<file path="src/rtl/if_stage_queue_if.sv">
// Bundles the instruction-fetch stage's execute, memory and decode signals.
// master: the fetch stage. slave: the surrounding pipeline/memory.
interface if_stage_queue_if #(
  parameter int XLEN  = 32,
  parameter int CNT_W = 2
) ();
  logic             PCSrcE;
  logic [XLEN-1:0]  PCTargetE;
  logic [XLEN-1:0]  imem_addr;
  logic [XLEN-1:0]  imem_rdata;
  logic             imem_valid;
  logic             if_id_valid;
  logic             id_ready;
  logic [XLEN-1:0]  if_id_ir;
  logic [XLEN-1:0]  if_id_pc;
  logic [XLEN-1:0]  if_id_pc1;
  logic [CNT_W-1:0] if_count;

  modport master (
    input  PCSrcE, PCTargetE, imem_rdata, imem_valid, id_ready,
    output imem_addr, if_id_valid, if_id_ir, if_id_pc, if_id_pc1, if_count
  );

  modport slave (
    output PCSrcE, PCTargetE, imem_rdata, imem_valid, id_ready,
    input  imem_addr, if_id_valid, if_id_ir, if_id_pc, if_id_pc1, if_count
  );
endinterface

</file>
<file path="src/rtl/if_stage_queue.sv">
// Instruction-fetch stage with a small prefetch queue.
// Owns the PC, drives a combinational imem read port, buffers fetched
// {ir, pc, pc+inc} triples so decode can stall while fetch continues.
// Redirects from execute reload the PC and flush the queue.
// Optional feature macro: IF_PERF_CNT_EN (adds perf_fetched/perf_redirects).
module if_stage_queue #(
  parameter int          XLEN     = 32,
  parameter int          DEPTH    = 2,
  parameter int          PC_INC   = 1,
  parameter logic [31:0] RESET_PC = 32'd0
) (
  input  logic                    clk,
  input  logic                    rst,
  if_stage_queue_if.master        bus
`ifdef IF_PERF_CNT_EN
  ,
  output logic [31:0]             perf_fetched,
  output logic [31:0]             perf_redirects
`endif
);

  localparam int PW = $clog2(DEPTH);
  localparam int CW = PW + 1;
  localparam logic [CW-1:0]   DEPTH_C = CW'(DEPTH);
  localparam logic [XLEN-1:0] INC_C   = XLEN'(PC_INC);
  localparam logic [XLEN-1:0] RST_PC  = XLEN'(RESET_PC);

  logic [XLEN-1:0] pc_q, pc_d;
  logic [PW-1:0]   head_q, head_d;
  logic [PW-1:0]   tail_q, tail_d;
  logic [CW-1:0]   count_q, count_d;

  logic [XLEN-1:0] ir_q  [DEPTH];
  logic [XLEN-1:0] ir_d  [DEPTH];
  logic [XLEN-1:0] epc_q [DEPTH];
  logic [XLEN-1:0] epc_d [DEPTH];
  logic [XLEN-1:0] epc1_q[DEPTH];
  logic [XLEN-1:0] epc1_d[DEPTH];

  logic            q_valid;
  logic            deq;
  logic            fetch;
  logic [XLEN-1:0] pc_next_seq;

  assign q_valid     = (count_q != '0);
  assign deq         = q_valid && bus.id_ready;
  // Fetch may proceed when full only if the head leaves this same cycle.
  assign fetch       = bus.imem_valid && !bus.PCSrcE &&
                       ((count_q < DEPTH_C) || deq);
  assign pc_next_seq = pc_q + INC_C;

  // PC, pointer and occupancy next-state; redirect flushes everything.
  always_comb begin
    pc_d    = pc_q;
    head_d  = head_q;
    tail_d  = tail_q;
    count_d = count_q;
    if (bus.PCSrcE) begin
      pc_d    = bus.PCTargetE;
      head_d  = '0;
      tail_d  = '0;
      count_d = '0;
    end else begin
      if (fetch) begin
        pc_d   = pc_next_seq;
        tail_d = tail_q + 1'b1;
      end
      if (deq) begin
        head_d = head_q + 1'b1;
      end
      count_d = count_q + CW'(fetch) - CW'(deq);
    end
  end

  // Queue storage next-state: write the fetched triple at the tail.
  always_comb begin
    for (int i = 0; i < DEPTH; i++) begin
      ir_d[i]   = ir_q[i];
      epc_d[i]  = epc_q[i];
      epc1_d[i] = epc1_q[i];
      if (fetch && (tail_q == PW'(i))) begin
        ir_d[i]   = bus.imem_rdata;
        epc_d[i]  = pc_q;
        epc1_d[i] = pc_next_seq;
      end
    end
  end

  // State registers with synchronous reset.
  always_ff @(posedge clk) begin
    if (rst) begin
      pc_q    <= RST_PC;
      head_q  <= '0;
      tail_q  <= '0;
      count_q <= '0;
      for (int i = 0; i < DEPTH; i++) begin
        ir_q[i]   <= '0;
        epc_q[i]  <= '0;
        epc1_q[i] <= '0;
      end
    end else begin
      pc_q    <= pc_d;
      head_q  <= head_d;
      tail_q  <= tail_d;
      count_q <= count_d;
      for (int i = 0; i < DEPTH; i++) begin
        ir_q[i]   <= ir_d[i];
        epc_q[i]  <= epc_d[i];
        epc1_q[i] <= epc1_d[i];
      end
    end
  end

  // Head presentation; zeroed while the queue is empty.
  always_comb begin
    bus.imem_addr   = pc_q;
    bus.if_id_valid = q_valid;
    bus.if_count    = count_q;
    bus.if_id_ir    = '0;
    bus.if_id_pc    = '0;
    bus.if_id_pc1   = '0;
    if (q_valid) begin
      bus.if_id_ir  = ir_q[head_q];
      bus.if_id_pc  = epc_q[head_q];
      bus.if_id_pc1 = epc1_q[head_q];
    end
  end

`ifdef IF_PERF_CNT_EN
  logic [31:0] perf_fetched_q, perf_fetched_d;
  logic [31:0] perf_redirects_q, perf_redirects_d;

  // Event counters; free-running, wrap naturally.
  always_comb begin
    perf_fetched_d   = perf_fetched_q + 32'(fetch);
    perf_redirects_d = perf_redirects_q + 32'(bus.PCSrcE);
  end

  // Counter registers with synchronous reset.
  always_ff @(posedge clk) begin
    if (rst) begin
      perf_fetched_q   <= '0;
      perf_redirects_q <= '0;
    end else begin
      perf_fetched_q   <= perf_fetched_d;
      perf_redirects_q <= perf_redirects_d;
    end
  end

  assign perf_fetched   = perf_fetched_q;
  assign perf_redirects = perf_redirects_q;
`endif

endmodule
</file>
<file path="src/flat_wrapper.sv">
// flat-port wrapper written by rule: the top's interface ports become plain ports
module if_stage_queue_flat 
#(
  parameter int          XLEN     = 32,
  parameter int          DEPTH    = 2,
  parameter int          PC_INC   = 1,
  parameter logic [31:0] RESET_PC = 32'd0
)
  (clk, rst, bus_PCSrcE, bus_PCTargetE, bus_imem_rdata, bus_imem_valid, bus_id_ready, bus_imem_addr, bus_if_id_valid, bus_if_id_ir, bus_if_id_pc, bus_if_id_pc1, bus_if_count);
  if_stage_queue_if #(.XLEN(XLEN)) bus_i ();
  input  logic clk;
  input  logic rst;
  input wire logic [$bits(bus_i.PCSrcE)-1:0] bus_PCSrcE;
  input wire logic [$bits(bus_i.PCTargetE)-1:0] bus_PCTargetE;
  input wire logic [$bits(bus_i.imem_rdata)-1:0] bus_imem_rdata;
  input wire logic [$bits(bus_i.imem_valid)-1:0] bus_imem_valid;
  input wire logic [$bits(bus_i.id_ready)-1:0] bus_id_ready;
  output wire logic [$bits(bus_i.imem_addr)-1:0] bus_imem_addr;
  output wire logic [$bits(bus_i.if_id_valid)-1:0] bus_if_id_valid;
  output wire logic [$bits(bus_i.if_id_ir)-1:0] bus_if_id_ir;
  output wire logic [$bits(bus_i.if_id_pc)-1:0] bus_if_id_pc;
  output wire logic [$bits(bus_i.if_id_pc1)-1:0] bus_if_id_pc1;
  output wire logic [$bits(bus_i.if_count)-1:0] bus_if_count;
  assign bus_i.PCSrcE = bus_PCSrcE;
  assign bus_i.PCTargetE = bus_PCTargetE;
  assign bus_i.imem_rdata = bus_imem_rdata;
  assign bus_i.imem_valid = bus_imem_valid;
  assign bus_i.id_ready = bus_id_ready;
  assign bus_imem_addr = bus_i.imem_addr;
  assign bus_if_id_valid = bus_i.if_id_valid;
  assign bus_if_id_ir = bus_i.if_id_ir;
  assign bus_if_id_pc = bus_i.if_id_pc;
  assign bus_if_id_pc1 = bus_i.if_id_pc1;
  assign bus_if_count = bus_i.if_count;
  if_stage_queue #(.XLEN(XLEN), .DEPTH(DEPTH), .PC_INC(PC_INC), .RESET_PC(RESET_PC)) u_core (.clk(clk), .rst(rst), .bus(bus_i));
endmodule
</file>
<file path="config.mk">
export PLATFORM = sky130hd
export DESIGN_NAME = if_stage_queue_flat
export DESIGN_NICKNAME = d
export VERILOG_FILES = /design/src/rtl/if_stage_queue_if.sv /design/src/rtl/if_stage_queue.sv /design/src/flat_wrapper.sv
export SDC_FILE = /design/constraint.sdc
export NUM_CORES = 1
export LEC_CHECK = 0
export BUFFER_PORTS_ARGS = -buffer_cell sky130_fd_sc_hd__buf_2
export CAP_MARGIN = 20
export CORE_UTILIZATION = 43
export DETAILED_ROUTE_END_ITERATION = 8
export GPL_ROUTABILITY_DRIVEN = 0
export PLACE_DENSITY = 0.74
export SLEW_MARGIN = 40
export SYNTH_ARGS = -nofsm -noshare
export SYNTH_HDL_FRONTEND = slang
export SYNTH_SLANG_ARGS = --single-unit
</file>
<file path="constraint.sdc">
create_clock -name clk -period 9.8 [get_ports clk]
set_input_delay 1.96 -clock clk [delete_from_list [all_inputs] [get_ports clk]]
set_output_delay 1.96 -clock clk [all_outputs]
set_load 0.05 [all_outputs]
</file>
==> impl_metrics.csv, run 1 <==
group,metric,value,unit
floorplan,start_util,0.4421,
sta,hold_viol,0,
yosys,synth_commonest_cells,"192 x edfxtp_1, 147 x nor2_1, 96 x mux2i_1, 65 x and2_1, 39 x clkbuf_1",
yosys,syn-mean-instance-area,12.17,µm²
floorplan,die_h,157.8,µm
sta,setup_viol,0,
yosys,ys_ff_latch,229,
floorplan,fp.dieW,157.8,µm
clocking,path_clk_slew,0.06,ns
sta,hold_ws,0.5547,ns
final_layout,area_delta_synth_final,18.59,%
route,via_count,7373,
final_layout,layoutNonFillerInstCount,1361,
worst_setup_path,rrSetupSlack,6.85,ns
route,routed_via_density,5.417,
worst_setup_path,startpoint_type,"flip-flop",
yosys,yosys.area.top_type,"edfxtp_1",
placed_design,portBuffers,199,
route,wire_per_inst,18.39,µm
yosys,yosysMostFrequentCell,"edfxtp_1",
yosys,synth_ff_type,"edfxtp_1",
sta,fin_crit,4.658,ns
sta,fmax,214.7,MHz
global_route,overflow,0,
floorplan,io_pins,200,
sta,worst_pin_slew,0.8005,ns
route,drt-total-wl,25040,µm
hold_path,min-delay-path-class,"reg -> reg",
yosys,synth.area.mux_share,0.09637,
clocking,tritoncts,"yes",
global_route,antenna_found_initial,1,
worst_setup_path,cp.arrival,2.70,ns
worst_setup_path,crit_buf_inv,2,
hold_path,hold_depth,2,
sta,rsz0062_at_grt,"no",
final_layout,multi_input_area,3618,µm²
floorplan,fp-row-count,56,
hold_path,min_to,"u_core.head_q",
sta,max_slew_margin,0.4664,
sta,tns,0,ns
final_layout,nets,1094,
worst_setup_path,r2r-end,"u_core.epc_q[1][24]",
placed_design,dp.cells,1314,
power,ir_drop,0.00009517,V
global_route,grt_pass1_wl,37890,µm
worst_setup_path,crit_required,7.84,ns
yosys,syn_area,10440,µm²
worst_setup_path,path_cells,"nor2_4, buf_4, nor2_1, buf_2",
yosys,synthAdderAreaFrac,0.003596,
clocking,htreeDepth,1,
status,outcome,"completed",
sta,slew_violations,0,
clocking,clk_latency,0.51,ns
hold_path,worstHoldStart,"u_core.head_q",
yosys,ys_seq_area_frac,0.6233,
yosys,synth_top_family_by_area,"simple AND/OR/NAND/NOR gates",
yosys,synthSimpleGateAreaFrac,0.1674,
worst_setup_path,max_stage_delay,0.74,ns
clocking,post_cts_resized,0,
yosys,synth_nets,930,
yosys,ys_top_cells_by_area,"edfxtp_1 55%, mux2i_1 9.2%, dfxtp_1 7.1%",
yosys,syn_inst,858,
route,final_antenna_net_count,0,
global_route,grt_pass1_vias,6855,
final_layout,nFillCells,2080,
final_layout,seqCellArea,6510,µm²
yosys,yosysWarningCount,0,
sta,timing.final.crit_share,0.4753,
final_layout,drive_above_1_share,0.2546,
floorplan,coreArea,23610,µm²
clocking,numCtsBuffers,25,
clocking,cts_sinks,229,
yosys,synth_xor_area_frac,0.02014,
placed_design,dp_hpwl,16600,µm
clocking,clockRootBuffer,"clkbuf_16",
worst_setup_path,r2r_cells,5,
run,drv_cap,0,
route,drc,0,
route,drt_pre_antenna_iters,5,
yosys,synth_compound_area_frac,0.05621,
yosys,ys_types,52,
worst_setup_path,rr_startpoint,"u_core.bus.if_count[1]",
worst_setup_path,critPathKind,"reg -> out",
yosys,async_flop_share,0,
global_route,grt_max_degree,76,
power,powerDensity,181.6,nW/µm²
clocking,cts_setup_buffers,0,
worst_setup_path,crit_fanout,72,
worst_setup_path,slowest_stage,"buf_4",
yosys,synth-edff-count,192,
global_route,track_usage,0.2000,
sta,finClkSkew,0.007960,ns
final_layout,final_core_util,0.5243,
floorplan,die-area,24900,µm²
placed_design,placed_area,11630,µm²
power,p_leak,4.671,nW
worst_setup_path,critPathCaptureType,"primary output",
final_layout,finalInstanceArea,12380,µm²
yosys,netlist.area_leader.share,0.5523,
clocking,cts-hold-fix-buffers,0,
clocking,clockBufferDepth,3,
worst_setup_path,critPathTopFamily,"buffers and inverters",
route,drtIter0Drc,585,
## worst max path at each step
stage | start | end | cells past startpoint
final | u_core.bus.if_count[1] | bus_if_id_pc1[14] | 4
after global routing | flip-flop | bus_if_id_pc[30] | 4
after CTS | flip-flop | bus_if_id_pc1[29] | 4
after detailed placement | bus_id_ready | u_core.epc1_q[1][22] | 6
after global placement | bus_id_ready | u_core.ir_q[1][18] | 6
after floorplan | bus_imem_valid | u_core.epc1_q[0][0] | 4
## per-stage QoR
step | power (W) | setup slack (ns)
after global placement | 0.001414 | 4.954
after floorplan | 0.001343 | 2.432
after CTS | 0.002271 | 5.079
final | 0.002249 | 5.142
after global routing | 0.002333 | 4.971
after detailed placement | 0.001419 | 5.164
## cells by family after synthesis
kind of cell / after synthesis
simple gates: 340
flops: 229
mux: 100
compound gates: 82
buf+inv: 80
xor+xnor: 24
fa+ha+maj: 3
## where the power goes
part	switching, W	internal [W]
Clock	0.000366	0.000486
Sequential	0.0000398	0.00112
Combinational	0.000178	0.0000641
Total	0.000583	0.00167
## routing by layer
metal  track usage  share of wire
met1        0.2791           0.44
met2        0.3132           0.46
met3       0.03668          0.075
met4       0.06657          0.024
met5             0              0
## state kept, by name, indices dropped and copies added, names as in the netlist, named ones only
| name | cells |
|---|---|
| u_core.epc1_q | 64 |
| u_core.epc_q | 64 |
| u_core.ir_q | 64 |
| u_core.bus.imem_addr | 32 |
| u_core.bus.if_count | 2 |
| u_core.head_q | 1 |
| u_core.tail_q | 1 |
## worst reg2reg max path: cells and delay by family (launching register included)
kind	cells	cell delay (ns)
compound gates	1	0.37
simple gates	3	1.13
buf+inv	1	0.61
flops	1	0.39
## layout by cell type, fill, tap and decap left out, drive strengths merged, types with 2 or more instances in the layout
master and n:
buf 206, edfxtp 192, nor2 147, mux2i 96, and2 65, dfxtp 37, clkbuf 33, nand2 22
nand4 20, xnor2 17, a311oi 17, nand3 17, nor3 16, o21ai 16, or3 15, or4 15
inv 14, a21oi 10, o31ai 10, a211oi 8, o211ai 8, clkinv 8, xor2 7, and4 6
and3 6, nor4 4, mux2 4, ha 3, a21o 3, o311ai 2, nand4b 2, a21bo 2
a211o 2, a31oi 2, clkinvlp 2, or2 2
## cell type report
type                       count  share of cell area
sequential                   229              0.5259
multi-input combinational    549              0.2923
timing repair buffer         206             0.08530
clock buffer                  33             0.05458
tap                          319             0.03224
clock inverter                13            0.005963
inverter                      11            0.003537
antenna                        1           0.0002021
(Power assumes the default switching activity.)
==> inputs of run 2 (changes only) <==
Settings changed: PLACE_DENSITY 0.74 to 0.72.
Clock period 9.8 ns to 4.8 ns, I/O delays scaled along.
==> impl_metrics.csv, run 2 (synthesized netlist as in run 1, its figures left out) <==
group,metric,value,unit
clocking,htreeDepth,1,
floorplan,io_pins,200,
floorplan,die-area,24900,µm²
clocking,numCtsBuffers,24,
clocking,cts_setup_buffers,0,
final_layout,final_common_cell,"buf_2",
final_layout,area_delta_synth_final,19.35,%
worst_setup_path,slowest_stage,"dfxtp_4",
worst_setup_path,rrSetupSlack,2.08,ns
worst_setup_path,critPathCaptureType,"primary output",
sta,timing.final.crit_share,0.7289,
worst_setup_path,startpoint_type,"flip-flop",
run,drv_cap,0,
floorplan,die_h,157.8,µm
global_route,track_usage,0.2026,
power,ir_drop,0.0001784,V
route,routed_via_density,5.388,
clocking,clockRootBuffer,"clkbuf_16",
power,p_leak,4.715,nW
route,drc,0,
placed_design,dp.cells,1318,
floorplan,fp-row-count,56,
status,outcome,"completed",
global_route,grt_max_degree,74,
sta,setup_viol,0,
route,final_antenna_net_count,0,
power,total_power,0.004663,W
route,drt-total-wl,25530,µm
final_layout,final_cell_mix,"199 x buf_2, 192 x edfxtp_1, 146 x nor2_1",
global_route,grt_pass1_wl,38090,µm
clocking,cts_sinks,229,
sta,finClkSkew,0.008465,ns
worst_setup_path,crit_required,3.84,ns
worst_setup_path,max_stage_delay,0.83,ns
final_layout,reg_top3,"u_core.epc1_q (64), u_core.epc_q (64), u_core.ir_q (64)",
sta,hold_viol,0,
worst_setup_path,critPathKind,"reg -> out",
route,via_count,7338,
sta,slew_violations,0,
worst_setup_path,cp.arrival,2.54,ns
final_layout,layoutNonFillerInstCount,1362,
sta,fmax,285.8,MHz
clocking,clockBufferDepth,3,
power,powerDensity,374.3,nW/µm²
clocking,tritoncts,"yes",
floorplan,fp.dieW,157.8,µm
clocking,cts-hold-fix-buffers,0,
clocking,path_clk_slew,0.06,ns
clocking,clk_latency,0.50,ns
clocking,post_cts_resized,0,
global_route,grt_pass1_vias,6968,
global_route,overflow,0,
final_layout,nets,1097,
sta,max_slew_margin,0.4928,
route,drtIter0Drc,655,
placed_design,portBuffers,199,
final_layout,diodes,0,
route,drt_pre_antenna_iters,5,
sta,rsz0062_at_grt,"no",
global_route,antenna_found_initial,0,
route,wire_per_inst,18.74,µm
sta,fin_crit,3.499,ns
floorplan,coreArea,23610,µm²
worst_setup_path,path_cells,"buf_4, mux2i_1, nor2_1, buf_2",
worst_setup_path,crit_fanout,43,
hold_path,min-delay-path-class,"reg -> reg",
floorplan,start_util,0.4421,
sta,worst_pin_slew,0.7608,ns
placed_design,dp_hpwl,17010,µm
sta,tns,0,ns
final_layout,drive_above_1_share,0.2550,
run 2: cell types whose count changed in the layout (fill, tap and decap cells not counted), moves of 2 or more:
cell,change
buf_4,+3
buf_12,+2
inv_4,-2
clkinvlp_4,-2
run 2: path summary, 6_finish.rpt:
| kind | start | to | cells past startpoint |
|---|---|---|---|
| max | flip-flop | bus_if_id_pc[8] | 4 |
| min | u_core.head_q | u_core.head_q | 2 |
| max reg2reg | u_core.bus.if_count[1] | u_core.ir_q[1][7] | 5 |
| min reg2reg | u_core.head_q | u_core.head_q | 2 |
run 2: through the flow:
step                area, µm²  hold WS, ns  utilization  setup slack (ns)
detailed placement      11680       0.5337       0.4948             1.405
CTS                     12460       0.5457       0.5276             1.280
global placement        11670       0.5279       0.4943             1.460
global route            12460       0.5886       0.5276             1.147
finish                  12460       0.5534       0.5276             1.301
floorplan               10450       0.5202            -            0.2621
run 2: area by class of cell:
class,instances,area [µm²]
clock buffers,34,700.7
flip-flops and latches,229,6510
inverters,11,43.79
repair buffers,210,1107
fillers,2106,11150
clock inverters,10,75.07
well taps,319,399.1
multi-input cells,549,3622
run 2: report_power, final:
part	switching (W)	total (W)	leakage [nW]	internal (W)
Combinational	0.000368	0.000504	2.01	0.000136
Clock	0.000731	0.00180	0.385	0.00107
Sequential	0.0000818	0.00236	2.32	0.00228
Total	0.00118	0.00466	4.71	0.00348
run 2: layer usage:
metal	routed length, µm	track usage	vias up
li1	-	-	3484
met1	11200	0.2749	3512
met2	11790	0.3268	306
met3	2053	0.04051	36
met4	474	0.06195	0
met5	0	0	-
run 2: critical path, delay by kind of cell, from the launching register on:
family | cells | cell delay [ns]
buf+inv | 2 | 0.84
flops | 1 | 0.83
mux | 1 | 0.13
simple gates | 1 | 0.17
